### config.mk
export PLATFORM = sky130hd
export DESIGN_NAME = atm_session_timer
export DESIGN_NICKNAME = d
export VERILOG_FILES = /design/src/rtl/atm_timer_pkg.sv /design/src/rtl/slow_tick_detect.sv /design/src/rtl/atm_session_timer.sv
export SDC_FILE = /design/constraint.sdc
export NUM_CORES = 1
export LEC_CHECK = 0
export CAP_MARGIN = 0
export CORE_AREA = 4 4 49 51
export DETAILED_ROUTE_END_ITERATION = 10
export DIE_AREA = 0 0 53 55
export PLACE_DENSITY = 0.92
export SYNTH_ARGS = -nofsm -noshare
export SYNTH_HDL_FRONTEND = slang
export SYNTH_HIERARCHICAL = 1
export SYNTH_SLANG_ARGS = --single-unit
### constraint.sdc
create_clock -name clk_in -period 3.6 [get_ports clk_in]
set_clock_uncertainty 0.05 [all_clocks]
set_input_delay 0.9 -clock clk_in [delete_from_list [all_inputs] [get_ports clk_in]]
set_output_delay 0.9 -clock clk_in [all_outputs]
set_load 0.02 [all_outputs]
### src/rtl/atm_timer_pkg.sv
// Shared types and default constants for the ATM session-timeout timer.
package atm_timer_pkg;

    typedef enum logic [1:0] {
        IDLE    = 2'd0,
        RUN     = 2'd1,
        WARN    = 2'd2,
        EXPIRED = 2'd3
    } timer_state_t;

    localparam int DEF_TIMEOUT_TICKS = 60;
    localparam int DEF_WARN_TICKS    = 10;

endpackage

### src/rtl/slow_tick_detect.sv
// Rising-edge detector for the divider's slow clock, sampled as data in the clk_in domain.
module slow_tick_detect (
    input  logic clk_in,
    input  logic reset,
    input  logic slow_clk,
    output logic rise,
    output logic tick
);

    logic slow_q;

    // slow_q resets high so a slow_clk already high at reset release is not seen as an edge
    assign rise = slow_clk & ~slow_q;

    always_ff @(posedge clk_in) begin
        if (reset) begin
            slow_q <= 1'b1;
            tick   <= 1'b0;
        end else begin
            slow_q <= slow_clk;
            tick   <= rise;
        end
    end

endmodule

### src/rtl/atm_session_timer.sv
// Session countdown for the ATM controller: counts slow-clock edges down from a
// reload value, flags a warning window and then expiry until acknowledged.
module atm_session_timer
    import atm_timer_pkg::*;
#(
    parameter int TIMEOUT_TICKS = DEF_TIMEOUT_TICKS,
    parameter int WARN_TICKS    = DEF_WARN_TICKS,
    parameter int CNT_W         = 8
) (
    input  logic             clk_in,
    input  logic             reset,
    input  logic             slow_clk,
    input  logic             start,
    input  logic             kick,
    input  logic             cancel,
    input  logic             ack,
    output logic             tick,
    output logic [CNT_W-1:0] remaining,
    output logic             busy,
    output logic             warning,
    output logic             expired
);

    localparam logic [CNT_W-1:0] RELOAD = CNT_W'(TIMEOUT_TICKS);
    localparam logic [CNT_W-1:0] WARN_C = CNT_W'(WARN_TICKS);

    if (TIMEOUT_TICKS < 1 || TIMEOUT_TICKS >= (2 ** CNT_W) || WARN_TICKS < 0 ||
        WARN_TICKS >= TIMEOUT_TICKS) begin : g_bad_params
        $error("atm_session_timer: illegal TIMEOUT_TICKS/WARN_TICKS for CNT_W");
    end

    timer_state_t     state;
    timer_state_t     state_d;
    logic [CNT_W-1:0] rem_d;
    logic [CNT_W-1:0] dec;
    logic             rise;

    slow_tick_detect u_tick (
        .clk_in   (clk_in),
        .reset    (reset),
        .slow_clk (slow_clk),
        .rise     (rise),
        .tick     (tick)
    );

    // Saturating decrement keeps remaining from wrapping below zero
    assign dec = (remaining == '0) ? '0 : remaining - CNT_W'(1);

    always_comb begin
        state_d = state;
        rem_d   = remaining;
        case (state)
            IDLE: begin
                rem_d = '0;
                if (!cancel && start) begin
                    state_d = RUN;
                    rem_d   = RELOAD;
                end
            end
            RUN, WARN: begin
                if (cancel) begin
                    state_d = IDLE;
                    rem_d   = '0;
                end else if (start || kick) begin
                    // a reload wins over an edge arriving in the same cycle
                    state_d = RUN;
                    rem_d   = RELOAD;
                end else if (rise) begin
                    rem_d = dec;
                    if (dec == '0)
                        state_d = EXPIRED;
                    else if (dec <= WARN_C)
                        state_d = WARN;
                    else
                        state_d = RUN;
                end
            end
            EXPIRED: begin
                rem_d = '0;
                if (ack || cancel)
                    state_d = IDLE;
            end
            default: begin
                state_d = IDLE;
                rem_d   = '0;
            end
        endcase
    end

    // Status flags are registered from the next state so they line up with remaining
    always_ff @(posedge clk_in) begin
        if (reset) begin
            state     <= IDLE;
            remaining <= '0;
            busy      <= 1'b0;
            warning   <= 1'b0;
            expired   <= 1'b0;
        end else begin
            state     <= state_d;
            remaining <= rem_d;
            busy      <= (state_d != IDLE);
            warning   <= (state_d == WARN);
            expired   <= (state_d == EXPIRED);
        end
    end

endmodule

* Word-level counts from Yosys, hierarchy flattened *
Index checks and enable logic that the tools add are counted.

operators by class
  add/sub/neg operators = 1
  magnitude comparators = 1
  equality and inequality tests = 6
  multiplexer cells = 14
  bitwise operators = 2
  reduce and logical (&&, ||, !) cells = 9

operator list
  operator             number
  $mux 8               4
  $pmux 8 s3           1
  $logic_not 8->1      2
  $mux 2               7
  $eq 2x2->1 const B   4
  $le 8x4->1 const B   1
  $sub 8x1->8 const B  1
  $mux 6               1
  $pmux 2 s3           1
  $ne 4x4->1 const B   1
  $eq 2x1->1 const B   1
  $logic_not 2->1      1
  $logic_or 1x1->1     2
  $reduce_bool 2->1    1
  $reduce_or 2->1      1
  $and 1x1->1          1
  $logic_and 1x1->1    1
  $logic_not 1->1      1
  $not 1->1            1

word-level totals
  register bits = 15
  input port bits = 7
  output and inout port bits = 12

* Longest topological paths before layout *
  word-level depth = 10
  gate-level depth with buffers = 8
  depth with buffers taken out = 7

* Cells and area by module *
Netlist, hierarchy kept.

modules (own cells, without submodules)
  module             times used  cells an instance  area each (um^2)
  atm_session_timer  1           126                970.9
  slow_tick_detect   1           5                  65.1

* Worst setup path before layout *
OpenSTA, ideal clock, no wires.

  kind = in2reg
  from = input port kick
  to = register expired
  library setup time = 0.070 ns
  arrival = 2.271 ns
  slack = 1.208 ns
  stages on the path = 6
  path buffers = 1
  cells stage by stage = or4b_1 buf_2 nor2_4 nor3_1 or4_4 a21oi_1

between the ends
  longest elaborated chain between the ends = 5

ends and longest elaborated chain
  item                    RTL line                  RTL
  start: declaration      atm_session_timer.sv:14   input logic kick,
  $logic_or 1x1->1        atm_session_timer.sv:64   end else if (start || kick) begin
  $mux 2                  atm_session_timer.sv:64
  $mux 2                  atm_session_timer.sv:61   if (cancel) begin
  $pmux 2 s3              atm_session_timer.sv:52   case (state)
  $eq 2x2->1              atm_session_timer.sv:103  expired <= (state_d == EXPIRED);
  end signal: assignment  atm_session_timer.sv:103
  end: declaration        atm_session_timer.sv:21   output logic expired

No other way between the ends.
A chain may end at the register's enable or synchronous reset.

* Worst setup path in the final report *
  from = input port start
  to = register warning

between the ends
  longest elaborated chain between the ends = 5

ends and longest elaborated chain
  item                    RTL line                  RTL
  start: declaration      atm_session_timer.sv:13   input logic start,
  $logic_or 1x1->1        atm_session_timer.sv:64
  $mux 2                  atm_session_timer.sv:64
  $mux 2                  atm_session_timer.sv:61
  $pmux 2 s3 (*)          atm_session_timer.sv:52
  $eq 2x2->1 (*)          atm_session_timer.sv:102  warning <= (state_d == WARN);
  end signal: assignment  atm_session_timer.sv:102
  end: declaration        atm_session_timer.sv:20   output logic warning,

Mark *: on every way between the ends. The rest lies on a longest branch, timed or not.

==> impl_metrics.json <==
{
  "yosysUniqueCellTypes": 42,
  "wirelength_um": 2590,
  "multi_input_area_sq_um": 671,
  "path_max_fanout": 6,
  "p_per_area_nw_per_um2": 309,
  "fmax_mhz": 358,
  "synth_edf_count": 0,
  "synth_flop_cell": "dfxtp_1",
  "fin_crit_ns": 2.79,
  "coreArea_sq_um": 1940,
  "hpwlAfterDp_um": 1940,
  "layout_commonest_cell": "clkdlybuf4s50_1",
  "antenna_cells": 0,
  "worstMarginPinSlew_ns": 0.600,
  "ant_nets": 0,
  "place.port_buffers": 18,
  "critPathKind": "in -> reg",
  "io_pins": 19,
  "regArea_sq_um": 300,
  "drt_pass1_iterations": 4,
  "dpl-instance-area_sq_um": 1220,
  "cts_tree": "yes",
  "clockBufferDepth": 2,
  "status": "finished clean",
  "crit_path_start_kind": "primary input",
  "hold_violations": 0,
  "min_path_type": "reg -> reg",
  "mostFrequentLayoutCells": "clkdlybuf4s50_1, dfxtp_1, nor2_1",
  "avgViaCountPerCell": 6.18,
  "drc": 0,
  "final.setup.tns_ns": 0,
  "synthesis.area_sq_um": 1040,
  "grt_first_pass_wirelength_um": 4420,
  "start_util": 0.534,
  "cp_data_arrival_time_ns": 2.96,
  "grtUsageTotal": 0.201,
  "antenna_found_initial": 0,
  "cts-root-buf": "clkbuf_4",
  "drtIter0Drc": 47,
  "yosysWarnings": 6,
  "nNetsFinal": 158,
  "die_w_um": 53,
  "syn-instance-count": 131,
  "die_h_um": 55,
  "slew_violations": 0,
  "worst_skew_pair.late_latency_ns": 0.28,
  "cts.sinks": 15,
  "gr-total-overflow": 0,
  "max_cap_violations": 0,
  "vias": 1070,
  "yosysSeqAreaShare": 0.290,
  "yosysTopAreaCell": "dfxtp_1",
  "rsz0062_at_grt": "no",
  "grt_max_degree": 15,
  "yosys_register_bits": 15,
  "grt_pass1_vias": 1016,
  "crit_path_end_kind": "flop",
  "cts.htree.levels": 1,
  "cts_buffers": 3,
  "area_growth_pct": 20.3,
  "setup_viol": 0,
  "cts_resized": 0,
  "wl_per_cell_um": 14.9,
  "gp_congestion": 0.943,
  "num_rows": 16,
  "slew_headroom": 0.599,
  "synth_area_leaders": "dfxtp_1, a21oi_1, ha_1",
  "post-route-cell-area_sq_um": 1250,
  "fillers": 167,
  "hold_buffers": 0,
  "syn_nets": 142,
  "ys_async_sr_fraction": 0,
  "clkTransAtPathRegs_ns": 0.09,
  "irDropWorstVdd_mv": 0.268,
  "die-area_sq_um": 2920,
  "postCtsSetupBuffers": 0,
  "yosysTopAreaCellShare": 0.290,
  "power.leakage_nw": 0.434,
  "fin_crit_sh": 0.776,
  "layout-drive-gt1-share": 0.0822,
  "r2r_setup_slack_ns": 0.94,
  "crit_required_ns": 3.76,
  "avgSynthCellArea_sq_um": 7.91
}
final timing paths:
path,to,cells past startpoint,startpoint
setup / recovery,warning$_SDFF_PP0_,6,start
hold / removal,u_tick/tick$_SDFF_PP0_,1,u_tick/slow_q$_SDFF_PP1_
setup reg to reg,warning$_SDFF_PP0_,7,remaining[0]$_SDFFE_PP0P_
hold reg to reg,u_tick/tick$_SDFF_PP0_,1,u_tick/slow_q$_SDFF_PP1_
Yosys cell counts (2+ instances only):
cell type and n:
dfxtp_1 15, nor2_1 13, a21oi_1 12, inv_1 9, nor3_1 8, o21ai_0 6
nand2b_1 5, buf_2 4, ha_1 4, nand2_1 4, nor4_1 4, clkbuf_1 3
nor2b_1 3, o31ai_1 3, a211oi_1 2, a22oi_1 2, nand3b_1 2, nor3b_1 2
nor4b_1 2, o2111a_1 2, o21ai_1 2, o21bai_1 2, or4_4 2, xnor2_1 2
cell type report:
class	instances	share of cell area
clock inverter	1	0.00402
sequential	15	0.241
multi-input combinational	100	0.538
clock buffer	3	0.0181
inverter	9	0.0271
tap	27	0.0271
timing repair buffer	18	0.145
through the flow:
step                      cells  power [mW]  utilization  setup WS, ns  hold WS (ns)
after global placement      169       0.286        0.628         0.631         0.372
final                       173       0.385        0.642         0.806         0.400
after global routing        173       0.404        0.642         0.749         0.416
after CTS                   173       0.384        0.642         0.815         0.405
after floorplan             131       0.257            -          1.21         0.359
after detailed placement    169       0.290        0.628         0.546         0.387
sequential cells by signal, indices dropped and copies added (netlist names):
name	count
remaining	8
state	2
busy	1
expired	1
u_tick/slow_q	1
u_tick/tick	1
warning	1
metal layers:
layer,vias to the layer above,global-route usage,part of all wire
met3,6,0.0268,0.068
met4,0,0.0638,0.010
met2,49,0.370,0.50
li1,513,-,-
met5,-,0,0
met1,502,0.242,0.42
where the power goes:
group	total, mW	leakage (nW)	switching (mW)	internal [mW]
combinational	0.105	0.294	0.0589	0.0466
sequential	0.184	0.122	0.0108	0.173
clock	0.0959	0.0177	0.0547	0.0412
total	0.385	0.434	0.124	0.261
cells by family (layout without fill, tap and decap cells):
group	count (synthesis)	count (layout)	share of synthesized area
adders and majority gates	4	4	0.0483
xor gates and xnor gates	2	2	0.0169
AOI/OAI and AO/OA	39	39	0.255
DFF	15	15	0.290
buffers and inverters	16	31	0.0628
and+or+nand+nor	55	55	0.327
worst max-delay path, cell delays in order:
cell and delay [ns]:
clkdlybuf4s50_1 0.52, or4b_1 0.68, nor2_4 0.18, nor3_1 0.07, or4_4 0.46, a21boi_1 0.15
(Power assumes the default switching activity.)
